### src/rtl/pipe_pkg.sv
// Shared definitions for the branch/PC sequencing logic.
//   state_t          : sequencer FSM encoding (2-bit, internal only)
//   RESET_PC_DEFAULT : default fetch address after reset
//   sext_shift2      : branch immediate -> byte offset (sign-extend, << 2)
package pipe_pkg;

    typedef enum logic [1:0] {
        ST_RUN   = 2'd0,
        ST_STALL = 2'd1,
        ST_REDIR = 2'd2
    } state_t;

    localparam logic [31:0] RESET_PC_DEFAULT = 32'h0000_0000;

    function automatic logic [31:0] sext_shift2(input logic [15:0] imm);
        return {{14{imm[15]}}, imm, 2'b00};
    endfunction

endpackage

### src/rtl/sat_counter.sv
// Saturating up-counter; holds at all-ones instead of wrapping.
// Ports:
//   clk   : clock, rising edge
//   reset : synchronous, active-high clear
//   inc   : count this cycle
//   cnt   : current count
module sat_counter #(
    parameter int unsigned CNT_W = 16
) (
    input  logic             clk,
    input  logic             reset,
    input  logic             inc,
    output logic [CNT_W-1:0] cnt
);

    localparam logic [CNT_W-1:0] One = CNT_W'(1);

    logic [CNT_W-1:0] cnt_q;

    always_ff @(posedge clk) begin
        if (reset) begin
            cnt_q <= '0;
        end else if (inc && (cnt_q != '1)) begin
            cnt_q <= cnt_q + One;
        end
    end

    assign cnt = cnt_q;

endmodule

### src/rtl/branch_pc_sequencer.sv
// Program-counter owner and branch/jump resolver for the ID stage.
// Ports:
//   clk, reset                 : clock and synchronous active-high reset
//   stall                      : hazard unit hold of PC and IF/ID
//   id_valid .. id_jtarget     : decoded ID-stage branch/jump information
//   adder_result               : sum from the external branch-target adder
//   adder_a, adder_b           : operands driven to that adder
//   pc, pc_four                : registered fetch PC and its +4
//   flush_ifid                 : IF/ID takes a bubble at the next edge
//   redir_valid                : current fetch is a redirect target
//   taken_cnt, stall_cnt       : saturating perf counters
module branch_pc_sequencer
    import pipe_pkg::*;
#(
    parameter logic [31:0] RESET_PC = RESET_PC_DEFAULT,
    parameter int unsigned CNT_W    = 16
) (
    input  logic             clk,
    input  logic             reset,
    input  logic             stall,
    input  logic             id_valid,
    input  logic [31:0]      id_pc_four,
    input  logic [15:0]      id_imm,
    input  logic             id_branch,
    input  logic             id_is_bne,
    input  logic             id_equal,
    input  logic             id_jump,
    input  logic [25:0]      id_jtarget,
    input  logic [31:0]      adder_result,
    output logic [31:0]      adder_a,
    output logic [31:0]      adder_b,
    output logic [31:0]      pc,
    output logic [31:0]      pc_four,
    output logic             flush_ifid,
    output logic             redir_valid,
    output logic [CNT_W-1:0] taken_cnt,
    output logic [CNT_W-1:0] stall_cnt
);

    logic [31:0] pc_q, pc_d;
    logic [31:0] jump_target;
    logic        take_br, take_j, redirect;
    state_t      state_q;
    logic        redir_q;

    assign adder_a     = id_pc_four;
    assign adder_b     = sext_shift2(id_imm);
    assign jump_target = {id_pc_four[31:28], id_jtarget, 2'b00};

    // Both decisions are gated by stall so a held branch resolves only once stall drops.
    assign take_br  = id_valid & id_branch & (id_equal ^ id_is_bne) & ~stall;
    assign take_j   = id_valid & id_jump & ~stall;
    assign redirect = take_j | take_br;

    assign flush_ifid = redirect;
    assign pc_four    = pc_q + 32'd4;

    // Jump outranks branch when both are decoded.
    always_comb begin
        pc_d = pc_four;
        if (stall) begin
            pc_d = pc_q;
        end else if (take_j) begin
            pc_d = jump_target;
        end else if (take_br) begin
            pc_d = adder_result;
        end
    end

    // redir_q mirrors (state_q == ST_REDIR) as a registered output.
    always_ff @(posedge clk) begin
        if (reset) begin
            pc_q    <= RESET_PC;
            state_q <= ST_RUN;
            redir_q <= 1'b0;
        end else begin
            pc_q <= pc_d;
            unique case (state_q)
                // REDIR lasts one cycle and then follows the RUN rules.
                ST_RUN, ST_STALL, ST_REDIR: begin
                    if (stall) begin
                        state_q <= ST_STALL;
                        redir_q <= 1'b0;
                    end else if (redirect) begin
                        state_q <= ST_REDIR;
                        redir_q <= 1'b1;
                    end else begin
                        state_q <= ST_RUN;
                        redir_q <= 1'b0;
                    end
                end
                default: begin
                    state_q <= ST_RUN;
                    redir_q <= 1'b0;
                end
            endcase
        end
    end

    assign pc          = pc_q;
    assign redir_valid = redir_q;

    sat_counter #(
        .CNT_W (CNT_W)
    ) u_taken_cnt (
        .clk   (clk),
        .reset (reset),
        .inc   (redirect),
        .cnt   (taken_cnt)
    );

    sat_counter #(
        .CNT_W (CNT_W)
    ) u_stall_cnt (
        .clk   (clk),
        .reset (reset),
        .inc   (stall),
        .cnt   (stall_cnt)
    );

endmodule

### config.mk
export PLATFORM = sky130hd
export DESIGN_NAME = branch_pc_sequencer
export DESIGN_NICKNAME = d
export VERILOG_FILES = /design/src/rtl/pipe_pkg.sv /design/src/rtl/sat_counter.sv /design/src/rtl/branch_pc_sequencer.sv
export SDC_FILE = /design/constraint.sdc
export NUM_CORES = 1
export LEC_CHECK = 0
export ABC_AREA = 1
export CORE_ASPECT_RATIO = 0.7
export CORE_UTILIZATION = 39
export DETAILED_ROUTE_END_ITERATION = 6
export GPL_ROUTABILITY_DRIVEN = 1
export PLACE_DENSITY = 0.86
export SLEW_MARGIN = 25
export SYNTH_ARGS = -nofsm -noshare
export SYNTH_HDL_FRONTEND = slang
export SYNTH_SLANG_ARGS = --single-unit
### constraint.sdc
create_clock -name clk -period 1.7 [get_ports clk]
set_input_delay 0.34 -clock clk [delete_from_list [all_inputs] [get_ports clk]]
set_output_delay 0.34 -clock clk [all_outputs]
set_load 0.01 [all_outputs]
After elaboration in Yosys (flattened, before gate mapping)
Cells that the tools add are included.

$add $sub $neg: 3. $mul: 0. Divide/modulo/power cells: 0. Order comparisons: 0. Equal/unequal tests: 4. Shift-type cells: 0. Muxes and demuxes: 5. Bitwise logic cells: 9. Reductions and logical operators: 6.

Operators by type and width (count): two-way mux 32 bit (2); adder 16 x 1 -> 16 bit (second input constant) (2); adder 32 x 3 -> 32 bit (second input constant) (1); inequality test 16 bit (second input constant) (2); OR reduction 3 bit (2); AND 1 bit (5); equality test 2 x 1 -> 1 bit (second input constant) (1); equality test 2 bit (second input constant) (1); logical AND 1 bit (2); zero test 2 bit (1); two-way mux 1 bit (2); two-way mux 2 bit (1); NOT 1 bit (2); OR reduction 2 bit (1); OR 1 bit (1); bitwise XOR 1 bit (1).

Flip-flop bits (word level): 67. Latch bits: 0. Memory bits (writable): 0. Memory bits (read-only): 0. Input bits: 114. Output and inout bits: 162. Memories: 0.

Logic depth before layout (Yosys ltp)
Gate-level depths: netlist (run 1).

Word-level depth: 6. Mapped depth: 11. Gate-level depth less buffers: 11.

Cells and area by module
Synthesis (run 1) repeated with hierarchy kept, for this count alone.

Cells, all modules: 799. Area total of the unflattened synthesis: 5081.1 µm².

Modules (own cells, without submodules): branch_pc_sequencer (times used 1, cells an instance 501, area each 3221.8 µm²); sat_counter (times used 2, cells an instance 149, area each 929.6 µm²).

Least setup slack after synthesis (run 1)
OpenSTA, ideal clock, no wires.

Kind: reg2out. From: reg pc_q[2], in the netlist pc[2]. To: out pc_four[14]. Arrival time: 1.324 ns. Required time: 1.360 ns. Setup slack: 0.036 ns. Cell stages (with the launch flop): 7. Buffers on the path: 0. Path through: dfxtp_1 ha_1 nand2_1 nor2_4 nand2_2 nor2_4 xor2_1.

Cells in the longest elaborated chain, start to end: 1.

RTL lines: from (decl) (line branch_pc_sequencer.sv:40) `logic [31:0] pc_q, pc_d;`; from (signal assigned) (line branch_pc_sequencer.sv:77) `pc_q <= pc_d;`; adder 32 x 3 -> 32 bit (line branch_pc_sequencer.sv:56) `assign pc_four = pc_q + 32'd4;`; to (decl) (line branch_pc_sequencer.sv:33) `output logic [31:0] pc_four,`.

Every way passes these cells.

Final worst setup path (run 1)
From: reg pc_q[10], in the netlist pc[10]. To: out pc_four[29].

Same word-level chain as after synthesis.

==> results of run 1 <==
Yosys cell counts (2+ instances only):
cell type	instances	area [µm²]
nand3b_1	8	60.06
buf_6	4	45.04
inv_2	4	15.01
nor2_2	3	18.77
nor2_1	66	247.7
nand3_2	2	20.02
nor2_4	8	90.09
nand2_2	5	31.28
xor2_2	3	48.80
ha_1	3	37.54
nand2_1	269	1010
dfxtp_1	66	1321
clkbuf_1	12	45.04
buf_2	8	40.04
xnor2_1	9	78.83
and2_1	2	12.51
a31oi_1	4	25.02
buf_4	68	510.5
inv_1	42	157.7
nand4_1	11	68.82
a21oi_1	83	415.4
xor2_1	20	175.2
nor3_1	9	45.04
nand3_1	26	130.1
o21ai_0	33	165.2
per-stage QoR:
stage	power (mW)	area (µm²)	setup slack, ns	hold slack [ns]	utilization (%)
3_3_place_gp	2.714	6820	-0.4906	0.4687	57.16
6_report	4.714	7844	-0.4913	0.4830	65.73
5_1_grt	4.904	7844	-0.5399	0.5237	65.73
4_1_cts	4.645	7451	-0.3900	0.4831	62.44
3_5_place_dp	2.728	6820	-0.5034	0.4766	57.16
2_1_floorplan	2.229	4857	0.03588	0.4713	-
cell families after synthesis:
family / share of synthesized area [%]
other cells: 0.07727
simple gates: 36.30
buf+inv: 16.76
xor+xnor: 6.239
flops: 27.22
compound gates: 12.63
fa+ha+maj: 0.7735
placed cells by master (no fill, tap or decap), drive strengths merged:
master and instances:
a21oi 83, a31oi 4, and2 2, and3 1, buf 149, bufinv 1
clkbuf 12, clkdlybuf4s15 1, clkdlybuf4s50 107, clkinv 3, clkinvlp 1, conb 2
dfxtp 66, dlygate4sd2 21, dlymetal6s2s 14, ha 3, inv 47, nand2 275
nand3 28, nand3b 8, nand4 11, nor2 77, nor3 10, o211ai 1
o21ai 33, xnor2 9, xor2 23
worst reg2reg max path, stage by stage, from the launching register on:
cell and delay, ns:
dfxtp_1 0.37, nand2_1 0.13, nor2_1 0.22, nand2_1 0.13, nor2_4 0.18, buf_6 0.13, xor2_2 0.17, buf_4 0.13
buf_4 0.09, buf_4 0.09, nand2_1 0.06, a21oi_2 0.13
registers in the layout, summed over array words and instances, names as in the netlist:
register / flops
pc: 32
u_taken_cnt.cnt: 16
u_stall_cnt.cnt: 16
state_q: 2
how the worst max path moves through the flow:
| stage | from | end | slack (ns) | cells after the start |
|---|---|---|---|---|
| 3_3_place_gp | pc[2]$_SDFFE_PP0N_ | pc_four[10] | -0.49 | 7 |
| 5_1_grt | pc[10]$_SDFFE_PP0N_ | pc_four[29] | -0.54 | 9 |
| 2_1_floorplan | pc[2]$_SDFFE_PP0N_ | pc_four[14] | 0.04 | 6 |
| 6_report | pc[10]$_SDFFE_PP0N_ | pc_four[29] | -0.49 | 9 |
| 4_1_cts | pc[3]$_SDFFE_PP0N_ | pc_four[22] | -0.39 | 10 |
| 3_5_place_dp | pc[3]$_SDFFE_PP0N_ | pc_four[16] | -0.50 | 7 |
routing by layer:
layer | up-vias | GRT usage, % | routed length (µm)
li1 | 2823 | - | -
met1 | 2666 | 35.87 | 7974
met2 | 326 | 43.25 | 8154
met3 | 30 | 8.719 | 1942
met4 | 0 | 5.056 | 228
met5 | - | 1.984 | 0
area by class of cell:
class,count,area (µm²),share of cell area [%]
well taps,157,196.4,2.504
multi-input cells,570,3052,38.91
inverters,46,177.7,2.265
clock inverters,6,65.06,0.8295
clock buffers,10,239.0,3.047
repair buffers,294,2745,35.00
flip-flops and latches,66,1369,17.45
power groups by stage:
stage	combinational [mW]	sequential (mW)	clock (mW)
after floorplan	0.488	1.74	0
after global placement	1.02	1.69	0
after detailed placement	1.03	1.70	0
after CTS	1.04	1.67	1.94
after global routing	1.20	1.69	2.02
final	1.12	1.68	1.91
what timing repair did:
| item | CTS | global route |
|---|---|---|
| pin swaps | 30 | 39 |
| cloned | 0 | 3 |
| gates resized for setup | 204 | 90 |
| buffers inserted | 30 | 11 |
| setup endpoints to repair | 59 | 81 |
| hold endpoints to repair | 0 | 0 |
==> run_results.csv, run 1 <==
group,metric,value,unit
timing,max_freq,456.3,MHz
critical_path,critPathBufInv,2,
critical_path,cp.required,1.36,ns
worst_hold_path,worst_hold_path.num_cells,2,
timing,tightest_slew,0.5256,ns
critical_path,cp.arrival,1.85,ns
synthesis,synthCells,773,
critical_path,path_delay_family,"simple AND/OR/NAND/NOR gates",
timing,timing.final.ws_setup,-0.4913,ns
placement,globalplace.congestion,0.9134,
floorplanning,row_count,33,
critical_path,worstReg2RegStart,"pc[10]$_SDFFE_PP0N_",
timing,hold_violations,0,
clock_tree,ctsHoldBuffers,0,
clock_tree,clk_pin_slew,0.06,ns
drt,wl_per_cell,15.93,µm
drt,via_count,5845,
timing,slew_violations,0,
worst_hold_path,holdCritPathClass,"reg2reg",
clock_tree,cts_root_buffer,"clkbuf_16",
synthesis,yosysWarnings,0,
drt,drtIter0Drc,365,
finish,diodes,0,
job,cap_violations,0,
run_status,violations,"setup timing",
critical_path,cpMaxStageDelayCell,"dfxtp_1",
timing,fin_skew,0.01292,ns
worst_hold_path,min_to,"pc[0]$_SDFFE_PP0P_",
worst_hold_path,holdCritStartpoint,"pc[0]$_SDFFE_PP0P_",
power,p_leak,3.509,nW
finish,drive_gt1_share,28.53,%
synthesis,ys_seq_area_share,27.22,%
clock_tree,clk_path_buf_depth,2,
critical_path,reg2reg_depth,11,
clock_tree,htreeDepth,3,
floorplanning,io_pins,276,
power,seq_power_share,35.6,%
critical_path,crit_path_start_kind,"flop",
critical_path,crit_chain,"nand2_1, nor2_1, nand2_1, nor2_2, buf_4, nand2_1, nand2_1, nand2_1, buf_2",
power,power_frac_clock,40.6,%
finish,area_growth_syn_to_layout,61.61,%
critical_path,r2r_slack,-0.20,ns
power,p_comb_share,23.8,%
synthesis,yosysUniqueCellTypes,30,
critical_path,crit_path_frequent_cell,"nand2_1",
global_route,antenna_found_initial,0,
global_route,grt_pass1_wl,27260,µm
power,switching_share,28.20,%
power,peakVddDrop,0.4696,mV
drt,drc,0,
global_route,track_usage,27.15,%
clock_tree,clock-sinks,66,
finish,fill_cells,1025,
floorplanning,chipHeight,95.34,µm
placement,portBuffers,171,
finish,final_net_count,1104,
power,power_density,601.0,nW/µm²
timing,tns,-9.800,ns
placement,place_hpwl,12470,µm
run_status,status,"finished, violations left",
timing,finalCritPeriodShare,128.9,%
power,internal_power,3.385,mW
drt,finalWirelength,18300,µm
placement,place_inst,1096,
critical_path,critPathMaxStageDelay,0.37,ns
finish,stdcell_count,1149,
timing,setup_viol,33,
critical_path,rr_endpoint,"pc[17]$_SDFFE_PP0N_",
synthesis,synth.cell_area,4853,µm²
synthesis,synth_edf_count,0,
global_route,first_global_vias,5422,
floorplanning,dieArea,12900,µm²
critical_path,crit_fanout,3,
timing,period_needed,2.191,ns
drt,detail-route-antenna-nets,0,
power,p_switching,1.329,mW
global_route,grt_max_degree,51,
synthesis,synth_seq_cells,66,
critical_path,critical_path_class,"reg2out",
clock_tree,clock_latency,0.33,ns
drt,vias_per_cell,5.087,
timing,slew_headroom,64.96,%
synthesis,avgSynthCellArea,6.279,µm²
drt,dr.pass1.iters,5,
floorplanning,core_area,11930,µm²
synthesis,synthArstFlopShare,0,%
synthesis,ys.flop_type,"dfxtp_1",
clock_tree,cts_tree,"built",
floorplanning,start_util,40.67,%
critical_path,end_kind,"primary output",
floorplanning,dieWidth,135.3,µm
global_route,gr-total-overflow,0,
clock_tree,numCtsBuffers,9,
timing,rsz0062_at_grt,"yes",
No activity file was read; power rests on OpenSTA's default activity.
==> inputs of run 2 (changes only) <==
--- a/config.mk
+++ b/config.mk
@@ -7,10 +7,10 @@
 export LEC_CHECK = 0
 export ABC_AREA = 1
 export CORE_ASPECT_RATIO = 0.7
-export CORE_UTILIZATION = 39
+export CORE_UTILIZATION = 35
 export DETAILED_ROUTE_END_ITERATION = 6
 export GPL_ROUTABILITY_DRIVEN = 1
-export PLACE_DENSITY = 0.86
+export PLACE_DENSITY = 0.79
 export SLEW_MARGIN = 25
 export SYNTH_ARGS = -nofsm -noshare
 export SYNTH_HDL_FRONTEND = slang
==> run 2 against run 1 <==
The flow still finishes with violations (setup timing). Combinational power about the same. Sequential cell count did not move. First-iteration DRC count shrank 22%. Die area is 11% higher. Core utilization is 6.8 points lower. Highest routed layer unchanged. Clock skew decreased by 0.0078 ns. Clock power shrank 3%. Global-route usage down 3.1 points.
==> run_results.csv, run 2 (synthesized netlist as in run 1, its figures left out) <==
group,metric,value,unit
run_status,status,"finished, violations left",
run_status,violations,"setup timing",
floorplanning,core_area,13360,µm²
critical_path,crit_fanout,3,
drt,dr.pass1.iters,5,
finish,diodes,0,
critical_path,end_kind,"primary output",
power,peakVddDrop,0.4315,mV
worst_hold_path,holdCritPathClass,"reg2reg",
finish,drive_gt1_share,28.97,%
finish,seqCellArea,1365,µm²
finish,multi_input_area,3067,µm²
drt,finalWirelength,17750,µm
finish,finalCoreUtilization,58.89,%
job,cap_violations,0,
clock_tree,ctsHoldBuffers,0,
floorplanning,dieWidth,142.7,µm
placement,place_hpwl,12320,µm
timing,finalCritPeriodShare,127.7,%
drt,drtIter0Drc,284,
floorplanning,start_util,36.34,%
finish,largest_reg_flops,32,
clock_tree,cts_root_buffer,"clkbuf_16",
critical_path,critical_path_class,"reg2out",
drt,via_count,5756,
placement,portBuffers,171,
power,p_total,4.641,mW
placement,globalplace.congestion,0.9710,
finish,final_cell_mix,"nand2_1, clkdlybuf4s50_1, buf_4",
global_route,antenna_found_initial,0,
clock_tree,numCtsBuffers,9,
critical_path,cp.required,1.36,ns
timing,period_needed,2.170,ns
global_route,first_global_vias,5401,
clock_tree,clk_path_buf_depth,2,
drt,vias_per_cell,4.882,
timing,fin_skew,0.005164,ns
critical_path,cp.arrival,1.83,ns
drt,drc,0,
timing,hold_violations,0,
global_route,track_usage,24.08,%
critical_path,crit_path_start_kind,"flop",
timing,max_freq,460.8,MHz
floorplanning,chipHeight,100.5,µm
finish,final_net_count,1107,
timing,slew_headroom,64.90,%
timing,rsz0062_at_grt,"yes",
floorplanning,row_count,35,
drt,detail-route-antenna-nets,0,
clock_tree,htreeDepth,3,
timing,whs,0.4862,ns
drt,wl_per_cell,15.06,µm
power,p_leak,3.501,nW
finish,fill_cells,1186,
timing,setup_viol,31,
finish,layout_commonest_cell,"nand2_1",
clock_tree,clk_pin_slew,0.06,ns
clock_tree,cts_tree,"built",
floorplanning,dieArea,14350,µm²
global_route,gr-total-overflow,0,
timing,slew_violations,0,
floorplanning,io_pins,276,
power,power_density,589.9,nW/µm²
global_route,grt_max_degree,38,
timing,tightest_slew,0.5225,ns
clock_tree,clock-sinks,66,
timing,timing.final.ws_setup,-0.4702,ns
clock_tree,clock_latency,0.33,ns
global_route,grt_pass1_wl,26860,µm
placement,post-place-ws,-0.5112,ns
finish,area_growth_syn_to_layout,62.08,%
==> run 2: cell types whose count changed in the layout (fill, tap and decap cells not counted), sizes merged <==
cell           before  now
dlymetal6s2s       14   12
clkinvlp            1    2
buf               149  155
clkdlybuf4s15       1    0
clkbuf             12   10
clkinv              3    2
clkdlybuf4s50     107  110
dlygate4sd2        21   20
inv                47   46
==> run 2: per-layer routing <==
metal | part of all wire (%) | vias up | wire length [µm] | global-route usage (%)
met1 | 46 | 2625 | 8089 | 32.32
met2 | 45 | 275 | 7957 | 38.08
li1 | - | 2836 | - | -
met5 | 0 | - | 0 | 0
met4 | 0.80 | 0 | 142 | 4.715
met3 | 8.8 | 20 | 1564 | 7.411
==> run 2: repair_timing <==
action | CTS | global route
pin swaps | 23 | 32
setup endpoints to repair | 62 | 85
resized for setup | 201 | 98
setup buffers | 23 | 15
==> run 2: final cells by class <==
type | count | share of cell area, %
Inverter | 46 | 2.290
Timing Repair Buffer | 297 | 34.69
Multi-Input combinational cell | 570 | 38.99
Sequential cell | 66 | 17.35
Clock inverter | 5 | 0.6999
Tap cell | 185 | 2.943
Clock buffer | 10 | 3.038
==> run 2: worst paths after layout <==
kind                         endpoint                 from  slack, ns  depth (start not counted)
hold / removal     pc[0]$_SDFFE_PP0P_   pc[0]$_SDFFE_PP0P_       0.49                          2
setup reg to reg  pc[23]$_SDFFE_PP0N_  pc[11]$_SDFFE_PP0N_      -0.19                         13
setup / recovery          pc_four[15]  pc[11]$_SDFFE_PP0N_      -0.47                          7
hold reg to reg    pc[0]$_SDFFE_PP0P_   pc[0]$_SDFFE_PP0P_       0.49                          2
==> run 2: power by group <==
group	switching, mW	internal, mW	leakage, nW
Combinational	0.516	0.589	2.81
Sequential	0.0629	1.62	0.553
Clock	0.697	1.16	0.140
Total	1.28	3.37	3.50
==> run 2: critical path, stage by stage (launching register included) <==
cell and delay [ns]:
dfxtp_1 0.40, nand2_1 0.14, nor2_2 0.18, nand2_2 0.11
nor2_4 0.18, buf_6 0.13, xor2_2 0.18, buf_2 0.17
==> run 2: metrics by stage <==
stage          setup TNS [ns]  instances  instance area [µm²]
3_5_place_dp           -23.10       1129                 6880
5_1_grt                -12.13       1179                 7866
6_report               -10.04       1179                 7866
3_3_place_gp           -21.12       1129                 6880
4_1_cts                -8.476       1167                 7452
2_1_floorplan               0        774                 4857
==> inputs of run 3 (changes only) <==
--- a/config.mk
+++ b/config.mk
@@ -11,6 +11,7 @@
 export DETAILED_ROUTE_END_ITERATION = 6
 export GPL_ROUTABILITY_DRIVEN = 1
 export PLACE_DENSITY = 0.79
+export SKIP_CTS_REPAIR_TIMING = 1
 export SLEW_MARGIN = 25
 export SYNTH_ARGS = -nofsm -noshare
 export SYNTH_HDL_FRONTEND = slang
==> run 3 against run 2 <==
The run still ends with setup timing left. Fmax grew 0.47%. Clock-buffer cell count did not move. Clock skew rose by 0.0021 ns. Via count is 1.4% lower.
==> run_results.csv, run 3 (synthesized netlist as in run 1, its figures left out) <==
group,metric,value,unit
timing,fin_skew,0.007302,ns
clock_tree,clk_pin_slew,0.06,ns
finish,stdcell_count,1169,
job,cap_violations,0,
timing,timing.final.ws_setup,-0.4600,ns
worst_hold_path,holdCritPathClass,"reg2reg",
timing,period_needed,2.160,ns
floorplanning,dieArea,14350,µm²
timing,max_freq,463.0,MHz
drt,drtIter0Drc,307,
power,internal_power,3.349,mW
critical_path,critical_path_class,"reg2out",
power,p_leak,3.705,nW
critical_path,end_kind,"primary output",
clock_tree,cts_root_buffer,"clkbuf_16",
power,p_total,4.608,mW
clock_tree,clock_latency,0.33,ns
floorplanning,start_util,36.34,%
drt,via_count,5677,
power,p_comb_share,23.2,%
run_status,violations,"setup timing",
drt,wl_per_cell,14.57,µm
drt,dr.pass1.iters,5,
finish,final_net_count,1097,
finish,final_cell_mix,"nand2_1, clkdlybuf4s50_1, buf_4",
clock_tree,clock-sinks,66,
critical_path,crit_fanout,4,
floorplanning,dieWidth,142.7,µm
timing,tightest_slew,0.5362,ns
floorplanning,core_area,13360,µm²
finish,fill_cells,1188,
timing,hold_violations,0,
critical_path,cp.required,1.36,ns
finish,finalCoreUtilization,58.16,%
power,switching_share,27.31,%
global_route,gr-total-overflow,0,
placement,place_hpwl,12320,µm
power,power_frac_clock,40.4,%
clock_tree,cts_tree,"built",
finish,layout_commonest_cell,"nand2_1",
worst_hold_path,worst_hold_path.num_cells,2,
floorplanning,row_count,35,
critical_path,reg2reg_depth,14,
power,peakVddDrop,0.4435,mV
finish,largest_reg_flops,32,
timing,rsz0062_at_grt,"yes",
placement,globalplace.congestion,0.9710,
clock_tree,numCtsBuffers,9,
critical_path,cp.arrival,1.82,ns
floorplanning,io_pins,276,
global_route,grt_pass1_wl,25120,µm
timing,slew_headroom,63.98,%
global_route,grt_max_degree,38,
critical_path,rr_endpoint,"pc[28]$_SDFFE_PP0N_",
global_route,antenna_found_initial,0,
timing,slew_violations,0,
clock_tree,clk_path_buf_depth,2,
critical_path,worstReg2RegStart,"pc[3]$_SDFFE_PP0N_",
run_status,status,"finished, violations left",
critical_path,crit_path_start_kind,"flop",
placement,portBuffers,171,
power,seq_power_share,36.4,%
finish,area_growth_syn_to_layout,60.07,%
finish,diodes,0,
global_route,first_global_vias,5093,
critical_path,r2r_slack,-0.13,ns
power,power_density,593.1,nW/µm²
worst_hold_path,holdCritStartpoint,"pc[0]$_SDFFE_PP0P_",
placement,place_inst,1129,
worst_hold_path,min_to,"pc[0]$_SDFFE_PP0P_",
drt,detail-route-antenna-nets,0,
timing,finalCritPeriodShare,127.1,%
drt,drc,0,
floorplanning,chipHeight,100.5,µm
power,p_switching,1.258,mW
timing,setup_viol,30,
timing,tns,-9.119,ns
finish,drive_gt1_share,26.22,%
global_route,track_usage,22.48,%
drt,finalWirelength,17040,µm
clock_tree,htreeDepth,3,
timing,whs,0.4860,ns
drt,vias_per_cell,4.856,
==> run 3: metrics by stage <==
step	setup WS, ns	instance area [µm²]
after floorplan	0.03588	4857
after global placement	-0.4608	6880
after detailed placement	-0.5112	6880
after CTS	-0.8689	7174
after global routing	-0.5638	7769
final	-0.4600	7769
==> run 3: final cells by class <==
class / count / area (µm²) / area share (%)
well taps: 185 / 231.5 / 2.980
clock inverters: 5 / 55.05 / 0.7086
flip-flops and latches: 66 / 1361 / 17.52
multi-input cells: 570 / 2993 / 38.52
clock buffers: 10 / 239.0 / 3.076
repair buffers: 287 / 2714 / 34.93
inverters: 46 / 175.2 / 2.255
==> run 3: worst max-delay path by stage <==
stage                             from     endpoint  slack (ns)  cells past startpoint
finish              pc[3]$_SDFFE_PP0N_  pc_four[28]       -0.46                     11
global route        pc[3]$_SDFFE_PP0N_  pc_four[25]       -0.56                     11
CTS                 pc[2]$_SDFFE_PP0N_  pc_four[22]       -0.87                      8
detailed placement  pc[2]$_SDFFE_PP0N_  pc_four[22]       -0.51                      8
global placement    pc[2]$_SDFFE_PP0N_  pc_four[22]       -0.46                      8
floorplan           pc[2]$_SDFFE_PP0N_  pc_four[14]        0.04                      6
==> run 3: power by group through the flow <==
stage                     clock [mW]  sequential, mW  combinational (mW)
after global placement             0            1.69                1.03
after global routing            1.96            1.69                1.15
after detailed placement           0            1.70                1.04
final                           1.86            1.68                1.07
after CTS                       1.89            1.66                1.04
after floorplan                    0            1.74               0.488
==> run 3: worst max-delay path, cell delays in order, from the launching register on <==
cell and delay, ns:
dfxtp_2 0.36, ha_4 0.15, nand2_4 0.05, nor2_4 0.15, nand2_4 0.10, nor2_4 0.15, buf_6 0.13, buf_6 0.09
nand2_2 0.04, nand2_2 0.08, nand2_2 0.06, buf_6 0.12
==> run 3: per-layer routing <==
layer,GRT usage (%),vias up,share of wire (%)
met2,33.48,258,44
met5,0,-,0
met1,31.63,2594,47
met3,7.173,14,8.5
li1,-,2811,-
met4,4.301,0,0.73
